==> config.mk <==
export PLATFORM = sky130hd
export DESIGN_NAME = mult_hilo_unit_flat
export DESIGN_NICKNAME = d
export VERILOG_FILES = /design/src/rtl/mult_hilo_if.sv /design/src/rtl/mult_hilo_unit.sv /design/src/flat_wrapper.sv
export SDC_FILE = /design/constraint.sdc
export NUM_CORES = 1
export LEC_CHECK = 0
export ABC_AREA = 0
export BUFFER_PORTS_ARGS = -buffer_cell sky130_fd_sc_hd__buf_2
export CAP_MARGIN = 25
export CORE_UTILIZATION = 53
export DETAILED_ROUTE_END_ITERATION = 12
export PLACE_DENSITY = 0.78
export SLEW_MARGIN = 15
export SYNTH_ARGS = -nofsm -noshare
export SYNTH_HDL_FRONTEND = slang
export SYNTH_SLANG_ARGS = --single-unit
export TNS_END_PERCENT = 30
==> constraint.sdc <==
create_clock -name clk -period 3.4 [get_ports clk]
set_clock_uncertainty 0.15 [all_clocks]
set_input_delay 0 -clock clk [delete_from_list [all_inputs] [get_ports clk]]
set_output_delay 0 -clock clk [all_outputs]
set_load 0.01 [all_outputs]
==> src/rtl/mult_hilo_if.sv <==
// Request/result bundle between the MIPS datapath and the HI/LO multiplier.
// The master drives operands and HI/LO writes; the slave returns HI/LO and status.
interface mult_hilo_if #(
    parameter int N = 32
);
    logic         start;
    logic         is_signed;
    logic [N-1:0] operand_a;
    logic [N-1:0] operand_b;
    logic         mthi;
    logic         mtlo;
    logic [N-1:0] write_data;
    logic [N-1:0] hi;
    logic [N-1:0] lo;
    logic         busy;
    logic         done;

    modport master (
        output start, is_signed, operand_a, operand_b,
        output mthi, mtlo, write_data,
        input  hi, lo, busy, done
    );

    modport slave (
        input  start, is_signed, operand_a, operand_b,
        input  mthi, mtlo, write_data,
        output hi, lo, busy, done
    );
endinterface

==> src/rtl/mult_hilo_unit.sv <==
// Iterative shift-add MULT/MULTU unit with HI/LO registers.
// Sign is stripped on entry and reapplied to the 2N-bit product at the end.
module mult_hilo_unit #(
    parameter int N = 32
) (
    input  logic        clk,
    input  logic        reset,
    mult_hilo_if.slave  bus
);
    localparam int CW = $clog2(N + 1);

    typedef enum logic [1:0] {
        S_IDLE,
        S_RUN,
        S_DONE
    } state_t;

    state_t         r_state;
    logic [N-1:0]   r_mcand;
    logic [2*N:0]   r_acc;
    logic [CW-1:0]  r_cnt;
    logic           r_neg;
    logic [N-1:0]   r_hi;
    logic [N-1:0]   r_lo;
    logic           r_busy;
    logic           r_done;

    logic           w_a_neg;
    logic           w_b_neg;
    logic [N-1:0]   w_a_mag;
    logic [N-1:0]   w_b_mag;
    logic [N:0]     w_addend;
    logic [N:0]     w_sum;
    logic [2*N-1:0] w_prod;
    logic [2*N-1:0] w_res;

    assign w_a_neg  = bus.is_signed & bus.operand_a[N-1];
    assign w_b_neg  = bus.is_signed & bus.operand_b[N-1];
    // -2^(N-1) negates to itself, which is the correct unsigned magnitude
    assign w_a_mag  = w_a_neg ? (~bus.operand_a + 1'b1) : bus.operand_a;
    assign w_b_mag  = w_b_neg ? (~bus.operand_b + 1'b1) : bus.operand_b;
    assign w_addend = r_acc[0] ? {1'b0, r_mcand} : '0;
    assign w_sum    = r_acc[2*N:N] + w_addend;
    assign w_prod   = r_acc[2*N-1:0];
    assign w_res    = r_neg ? (~w_prod + 1'b1) : w_prod;

    always_ff @(posedge clk or negedge reset) begin
        if (!reset) begin
            r_state <= S_IDLE;
            r_mcand <= '0;
            r_acc   <= '0;
            r_cnt   <= '0;
            r_neg   <= 1'b0;
            r_hi    <= '0;
            r_lo    <= '0;
            r_busy  <= 1'b0;
            r_done  <= 1'b0;
        end else begin
            unique case (r_state)
                S_IDLE: begin
                    r_done <= 1'b0;
                    if (bus.start) begin
                        r_mcand <= w_a_mag;
                        r_acc   <= {{(N+1){1'b0}}, w_b_mag};
                        r_neg   <= w_a_neg ^ w_b_neg;
                        r_cnt   <= '0;
                        r_busy  <= 1'b1;
                        r_state <= S_RUN;
                    end else begin
                        if (bus.mthi) r_hi <= bus.write_data;
                        if (bus.mtlo) r_lo <= bus.write_data;
                    end
                end
                S_RUN: begin
                    if (r_cnt == CW'(N)) begin
                        {r_hi, r_lo} <= w_res;
                        r_done       <= 1'b1;
                        r_state      <= S_DONE;
                    end else begin
                        r_acc <= {1'b0, w_sum, r_acc[N-1:1]};
                        r_cnt <= r_cnt + 1'b1;
                    end
                end
                S_DONE: begin
                    r_done  <= 1'b0;
                    r_busy  <= 1'b0;
                    r_state <= S_IDLE;
                end
                default: begin
                    r_done  <= 1'b0;
                    r_busy  <= 1'b0;
                    r_state <= S_IDLE;
                end
            endcase
        end
    end

    assign bus.hi   = r_hi;
    assign bus.lo   = r_lo;
    assign bus.busy = r_busy;
    assign bus.done = r_done;
endmodule

==> src/flat_wrapper.sv <==
// flat-port wrapper written by rule: the top's interface ports become plain ports
module mult_hilo_unit_flat 
#(
    parameter int N = 32
)
  (clk, reset, bus_start, bus_is_signed, bus_operand_a, bus_operand_b, bus_mthi, bus_mtlo, bus_write_data, bus_hi, bus_lo, bus_busy, bus_done);
  mult_hilo_if #(.N(N)) bus_i ();
  input  logic clk;
  input  logic reset;
  input wire logic [$bits(bus_i.start)-1:0] bus_start;
  input wire logic [$bits(bus_i.is_signed)-1:0] bus_is_signed;
  input wire logic [$bits(bus_i.operand_a)-1:0] bus_operand_a;
  input wire logic [$bits(bus_i.operand_b)-1:0] bus_operand_b;
  input wire logic [$bits(bus_i.mthi)-1:0] bus_mthi;
  input wire logic [$bits(bus_i.mtlo)-1:0] bus_mtlo;
  input wire logic [$bits(bus_i.write_data)-1:0] bus_write_data;
  output wire logic [$bits(bus_i.hi)-1:0] bus_hi;
  output wire logic [$bits(bus_i.lo)-1:0] bus_lo;
  output wire logic [$bits(bus_i.busy)-1:0] bus_busy;
  output wire logic [$bits(bus_i.done)-1:0] bus_done;
  assign bus_i.start = bus_start;
  assign bus_i.is_signed = bus_is_signed;
  assign bus_i.operand_a = bus_operand_a;
  assign bus_i.operand_b = bus_operand_b;
  assign bus_i.mthi = bus_mthi;
  assign bus_i.mtlo = bus_mtlo;
  assign bus_i.write_data = bus_write_data;
  assign bus_hi = bus_i.hi;
  assign bus_lo = bus_i.lo;
  assign bus_busy = bus_i.busy;
  assign bus_done = bus_i.done;
  mult_hilo_unit #(.N(N)) u_core (.clk(clk), .reset(reset), .bus(bus_i));
endmodule
=== Yosys cells after proc, flatten, opt, wreduce, memory -nomap -nowiden ===
Index checks and enable logic that the tools add are counted.
W data, S select, Z words.

* Bits of input ports: 102
* RAM bits: 0
* Memory bits (read-only): 0
* Register bits: 172
* Bits in latches: 0
* Output and inout port bits: 66
* Memories kept: 0
* Logic and storage cells: 62

* Reduce and logical (&&, ||, !) cells: 8
* Div/mod/pow operators: 0
* Order comparisons: 0
* Eq/ne operators: 8
* Multipliers: 0
* Shift operators: 0
* Bitwise logic cells: 7
* Add/subtract/negate cells: 5
* Mux-type cells: 25

{| class="wikitable"
|+ Operators by type and width
! cell !! number
|-
| $mux W32 || 9
|-
| $mux W65 || 2
|-
| $pmux W65 S2 || 1
|-
| $pmux W32 S2 || 2
|-
| $add A32 B1 Y32 const B || 2
|-
| $add A64 B1 Y64 const B || 1
|-
| $mux W64 || 1
|-
| $not A32 Y32 || 2
|-
| $not A64 Y64 || 1
|-
| $add A33 B33 Y33 || 1
|-
| $mux W6 || 2
|-
| $pmux W6 S2 || 1
|-
| $ne A2 B2 Y1 const B || 5
|-
| $reduce_and A4 Y1 || 2
|-
| $add A6 B1 Y6 const B || 1
|-
| $eq A6 B6 Y1 const B || 1
|-
| $reduce_and A2 Y1 || 3
|-
| $mux W2 || 2
|-
| $pmux W2 S2 || 1
|-
| $mux W1 || 3
|-
| $reduce_and A3 Y1 || 1
|-
| $and A1 B1 Y1 || 2
|-
| $eq A2 B1 Y1 const B || 1
|-
| $logic_not A2 Y1 || 1
|-
| other kinds (5) || 5
|}

=== Longest topological paths before layout ===
* Depth after elaboration: 5
* Depth in mapped cells: 14
* Gate-level depth less buffers: 12

=== Worst setup path after synthesis ===
No wires, ideal clock.

* Kind: register -> register
* From: register u_core.r_acc[4]
* To: register u_core.r_hi[30] (netlist: u_core.bus.hi[30])
* Library setup time: 0.137 ns
* Setup slack: 0.060 ns
* Required time: 3.113 ns
* Arrival: 3.053 ns
* Period minus slack after synthesis: 3.340 ns
* Buffers on the path: 0
* Stages on the path, launching flop included: 9
* Path through: dfrtp_1 > or3_1 > or4b_4 > or3_4 > or3_4 > or4b_4 > o31ai_2 > xor2_1 > a21oi_1

* Word-level cells in the longest chain between the ends: 5

{| class="wikitable"
|+ RTL lines
! item !! RTL line !! source
|-
| start: declaration || mult_hilo_unit.sv:20 || <nowiki>logic [2*N:0] r_acc;</nowiki>
|-
| start signal: assignment || mult_hilo_unit.sv:64 || <nowiki>r_acc <= {{(N+1){1'b0}}, w_b_mag};</nowiki>
|-
| start signal: assignment || mult_hilo_unit.sv:80 || <nowiki>r_acc <= {1'b0, w_sum, r_acc[N-1:1]};</nowiki>
|-
| $not A64 Y64 || mult_hilo_unit.sv:45 || <nowiki>assign w_res = r_neg ? (~w_prod + 1'b1) : w_prod;</nowiki>
|-
| $add A64 B1 Y64 || mult_hilo_unit.sv:45 ||
|-
| $mux W64 || mult_hilo_unit.sv:45 ||
|-
| $mux W32 || mult_hilo_unit.sv:75 || <nowiki>if (r_cnt == CW'(N)) begin</nowiki>
|-
| $pmux W32 S2 || mult_hilo_unit.sv:59 || <nowiki>unique case (r_state)</nowiki>
|-
| end signal: assignment || mult_hilo_unit.sv:70 || <nowiki>if (bus.mthi) r_hi <= bus.write_data;</nowiki>
|-
| end signal: assignment || mult_hilo_unit.sv:76 || <nowiki>{r_hi, r_lo} <= w_res;</nowiki>
|-
| end: declaration || mult_hilo_unit.sv:23 || <nowiki>logic [N-1:0] r_hi;</nowiki>
|}

No other way between the ends. The select of a mux whose other input is x is not followed.
A chain may end at the register's enable or synchronous reset.

=== Worst setup path in the final report ===
* From: register u_core.r_acc[3]
* To: register u_core.r_hi[18] (netlist: u_core.bus.hi[18])

Same word-level chain as after synthesis.

==> metrics.csv <==
stage,metric,value,unit
detailed_routing,vias,12300,
sta,fmax,292,MHz
worst_hold_path,hold_class,input port to flip-flop,
power,p_leak,6.62,nW
critical_path,r2r_end,u_core.bus.hi[18],
layout,drive_gt1_share,17.8,%
critical_path,critPathArrivalTime,3.58,ns
sta,period_share,101,%
critical_path,worstPathRequired,3.55,ns
layout,final_common_cell,nand2_1,
floorplan,core,21200,µm²
detailed_routing,ant_nets,0,
detailed_routing,wl_per_cell,19.5,µm
sta,max_slew.worst_pin.slew,1.05,ns
sta,fin_tns_setup,-0.0351,ns
yosys,yosysWarningCount,0,
sta,final_hold_viol_count,0,
cts,cts_root_buf,clkbuf_16,
floorplan,die_w,150,µm
global_routing,track_usage,35.6,%
power,power_density,901,nW/µm²
cts,clock_latency,0.44,ns
yosys,synth_edf_count,0,
detailed_routing,drt_drc_violations_left,0,
yosys,ys_seq_area_share,36.9,%
power,peakVddDrop,438,µV
global_routing,grt_util_met1,46.7,%
placed_design,hpwl,27900,µm
cts,clock-sinks,171,
yosys,ys_dominant_reg_cell,dfrtp_1,
critical_path,worst_r2r_path_depth,8,
detailed_routing,first_pass_iters,5,
sta,rsz0062_at_grt,yes,
sta,fin_ws,-0.0269,ns
critical_path,cp_max_fo,4,
cts,htree_num_levels,4,
critical_path,r2r-start,u_core.r_acc[3],
yosys,avgSynthCellArea,8.10,µm²
floorplan,die_h,150,µm
critical_path,crit_type,flip-flop to flip-flop,
global_routing,grt.overflow.total,0,
critical_path,cp-start-kind,flip-flop,
yosys,synth_area_leaders,"dfrtp_1 (37%), nand2_1 (6.1%), o21ai_0 (6.0%), xor2_1 (5.9%), xnor2_1 (5.1%)",
yosys,syn_area,11600,µm²
floorplan,die-area,22500,µm²
layout,fillerInstances,1625,
sta,period_needed,3.43,ns
sta,slew_headroom,30.2,%
sta,finalMaxSlewViolations,0,
outcome,outcome,"complete, but fails checks",
detailed_routing,vias_per_cell,6.07,
floorplan,start_util,54.7,%
global_routing,busiest_layer,met2,
layout,area_delta_synth_final,29.8,%
global_routing,grt_max_degree,83,
global_routing,grt_pass1_vias,11800,
layout,final_cell_mix,"nand2_1 (189), dfrtp_1 (170), buf_2 (166)",
yosys,yosysUniqueCellTypes,62,
global_routing,antenna_found_initial,2,
detailed_routing,wirelength,39600,µm
sta,timing.hold.ws,0.0177,ns
yosys,synth_top_area_cell,dfrtp_1,
placed_design,portBuffers,167,
flow_run,cap_violations,0,
yosys,ys_seq_elements,171,
global_routing,use_met2,57.2,%
outcome,violations,negative setup slack,
critical_path,endpoint,u_core.bus.hi[18],
placed_design,gp_congestion,0.941,
cts,cts_buffers,17,
global_routing,grt_pass1_wl,61800,µm
yosys,synthArstFlopShare,100,%
placed_design,pre_cts_slack,-0.142,ns
yosys,synth_fp_nets,1572,
critical_path,rrSetupSlack,-0.03,ns
detailed_routing,drtIter0Drc,1082,
cts,cts_tree,yes,
critical_path,end_kind,flip-flop,
worst_hold_path,min-delay-start,bus_start,
layout,layout.nets,1886,
cts,path_clk_slew,0.08,ns
floorplan,io_pins,168,
sta,setup_viol,2,
global_routing,grtUsageMet3,4.94,%
critical_path,crit_start,u_core.r_acc[3],
cts,clockBufferDepth,2,
yosys,yosys.area.top_type_share,36.9,%
power,power,13.6,mW
floorplan,rows,53,
yosys,syn_inst,1432,
==> synth_stat cells (33+ instances only) <==
master,n
o21ai_0,138
nor2_1,148
xnor2_1,67
dfrtp_1,171
nand3_1,33
a21oi_1,112
clkbuf_1,66
and2_1,37
xor2_1,78
ha_1,37
nand2_1,190
o31ai_1,42
==> cells by family after synthesis <==
| logic type | count (synthesis) | share of synthesized area [%] |
|---|---|---|
| compound gates | 423 | 22.0 |
| xor+xnor | 145 | 10.9 |
| fa+ha+maj | 38 | 4.16 |
| buf+inv | 104 | 3.37 |
| flops | 171 | 36.9 |
| mux | 4 | 0.345 |
| simple gates | 547 | 22.3 |
==> metal layers <==
| metal | vias up | routed length [µm] | part of all wire, % |
|---|---|---|---|
| met4 | 2 | 1880 | 4.7 |
| met3 | 128 | 3360 | 8.5 |
| met1 | 5851 | 16400 | 41 |
| li1 | 5715 | - | - |
| met5 | - | 13 | 0.033 |
| met2 | 650 | 18000 | 45 |
==> critical path, stage by stage, from the launching register on <==
cell     delay (ns)
dfrtp_1        0.38
or3_4          0.40
or4b_4         0.54
or3_4          0.39
or3_4          0.36
or4b_4         0.61
o21ai_2        0.16
xor2_1         0.21
o22ai_1        0.11
==> what timing repair did <==
| action | 4_1_cts | 5_1_grt |
|---|---|---|
| endpoints found under the hold margin | 207 | 0 |
| pin swaps | 0 | 6 |
| setup buffers | 0 | 5 |
| resized for setup | 5 | 17 |
| hold buffers | 124 | 0 |
| gates cloned | 0 | 0 |
| setup endpoints to repair | 5 | 14 |
==> per-stage QoR <==
stage	area (µm²)	util (%)	instances
after floorplan	11600	-	1432
after global placement	13100	61.7	1873
after detailed placement	13100	61.7	1873
after CTS	14900	70.4	2029
after global routing	15100	71.0	2035
final	15100	71.0	2035
==> layout make-up <==
type / instances / area (µm²) / share of cell area (%)
diodes: 1 / 2.50 / 0.0166
clock buffers: 18 / 439 / 2.92
clock inverters: 14 / 111 / 0.739
inverters: 28 / 105 / 0.698
multi-input cells: 1157 / 7080 / 47.0
flip-flops and latches: 171 / 4280 / 28.4
well taps: 275 / 344 / 2.28
repair buffers: 371 / 2700 / 17.9
==> power by group <==
group	internal (mW)	total, mW	switching, mW
Combinational	3.15	7.74	4.59
Sequential	2.99	3.97	0.975
Clock	0.970	1.86	0.893
==> worst min path at each step <==
stage / cells past startpoint / slack (ns) / to
floorplan: 0 / -0.45 / u_core.bus.busy
global placement: 1 / -0.06 / u_core.r_acc[12]
detailed placement: 1 / -0.05 / u_core.r_acc[12]
CTS: 6 / 0.009 / u_core.bus.hi[16]
global route: 4 / 0.07 / u_core.r_cnt[2]
finish: 6 / 0.02 / u_core.bus.hi[16]
==> flip-flops by register name, summed over array words and instances (netlist names) <==
| signal | flops |
|---|---|
| u_core.bus.hi | 32 |
| u_core.bus.done | 1 |
| u_core.r_acc | 64 |
| u_core.r_cnt | 6 |
| u_core.bus.busy | 1 |
| u_core.r_neg | 1 |
| u_core.r_state | 2 |
| u_core.r_mcand | 32 |
| u_core.bus.lo | 32 |
Note: power is estimated with default switching activity, not from simulation.
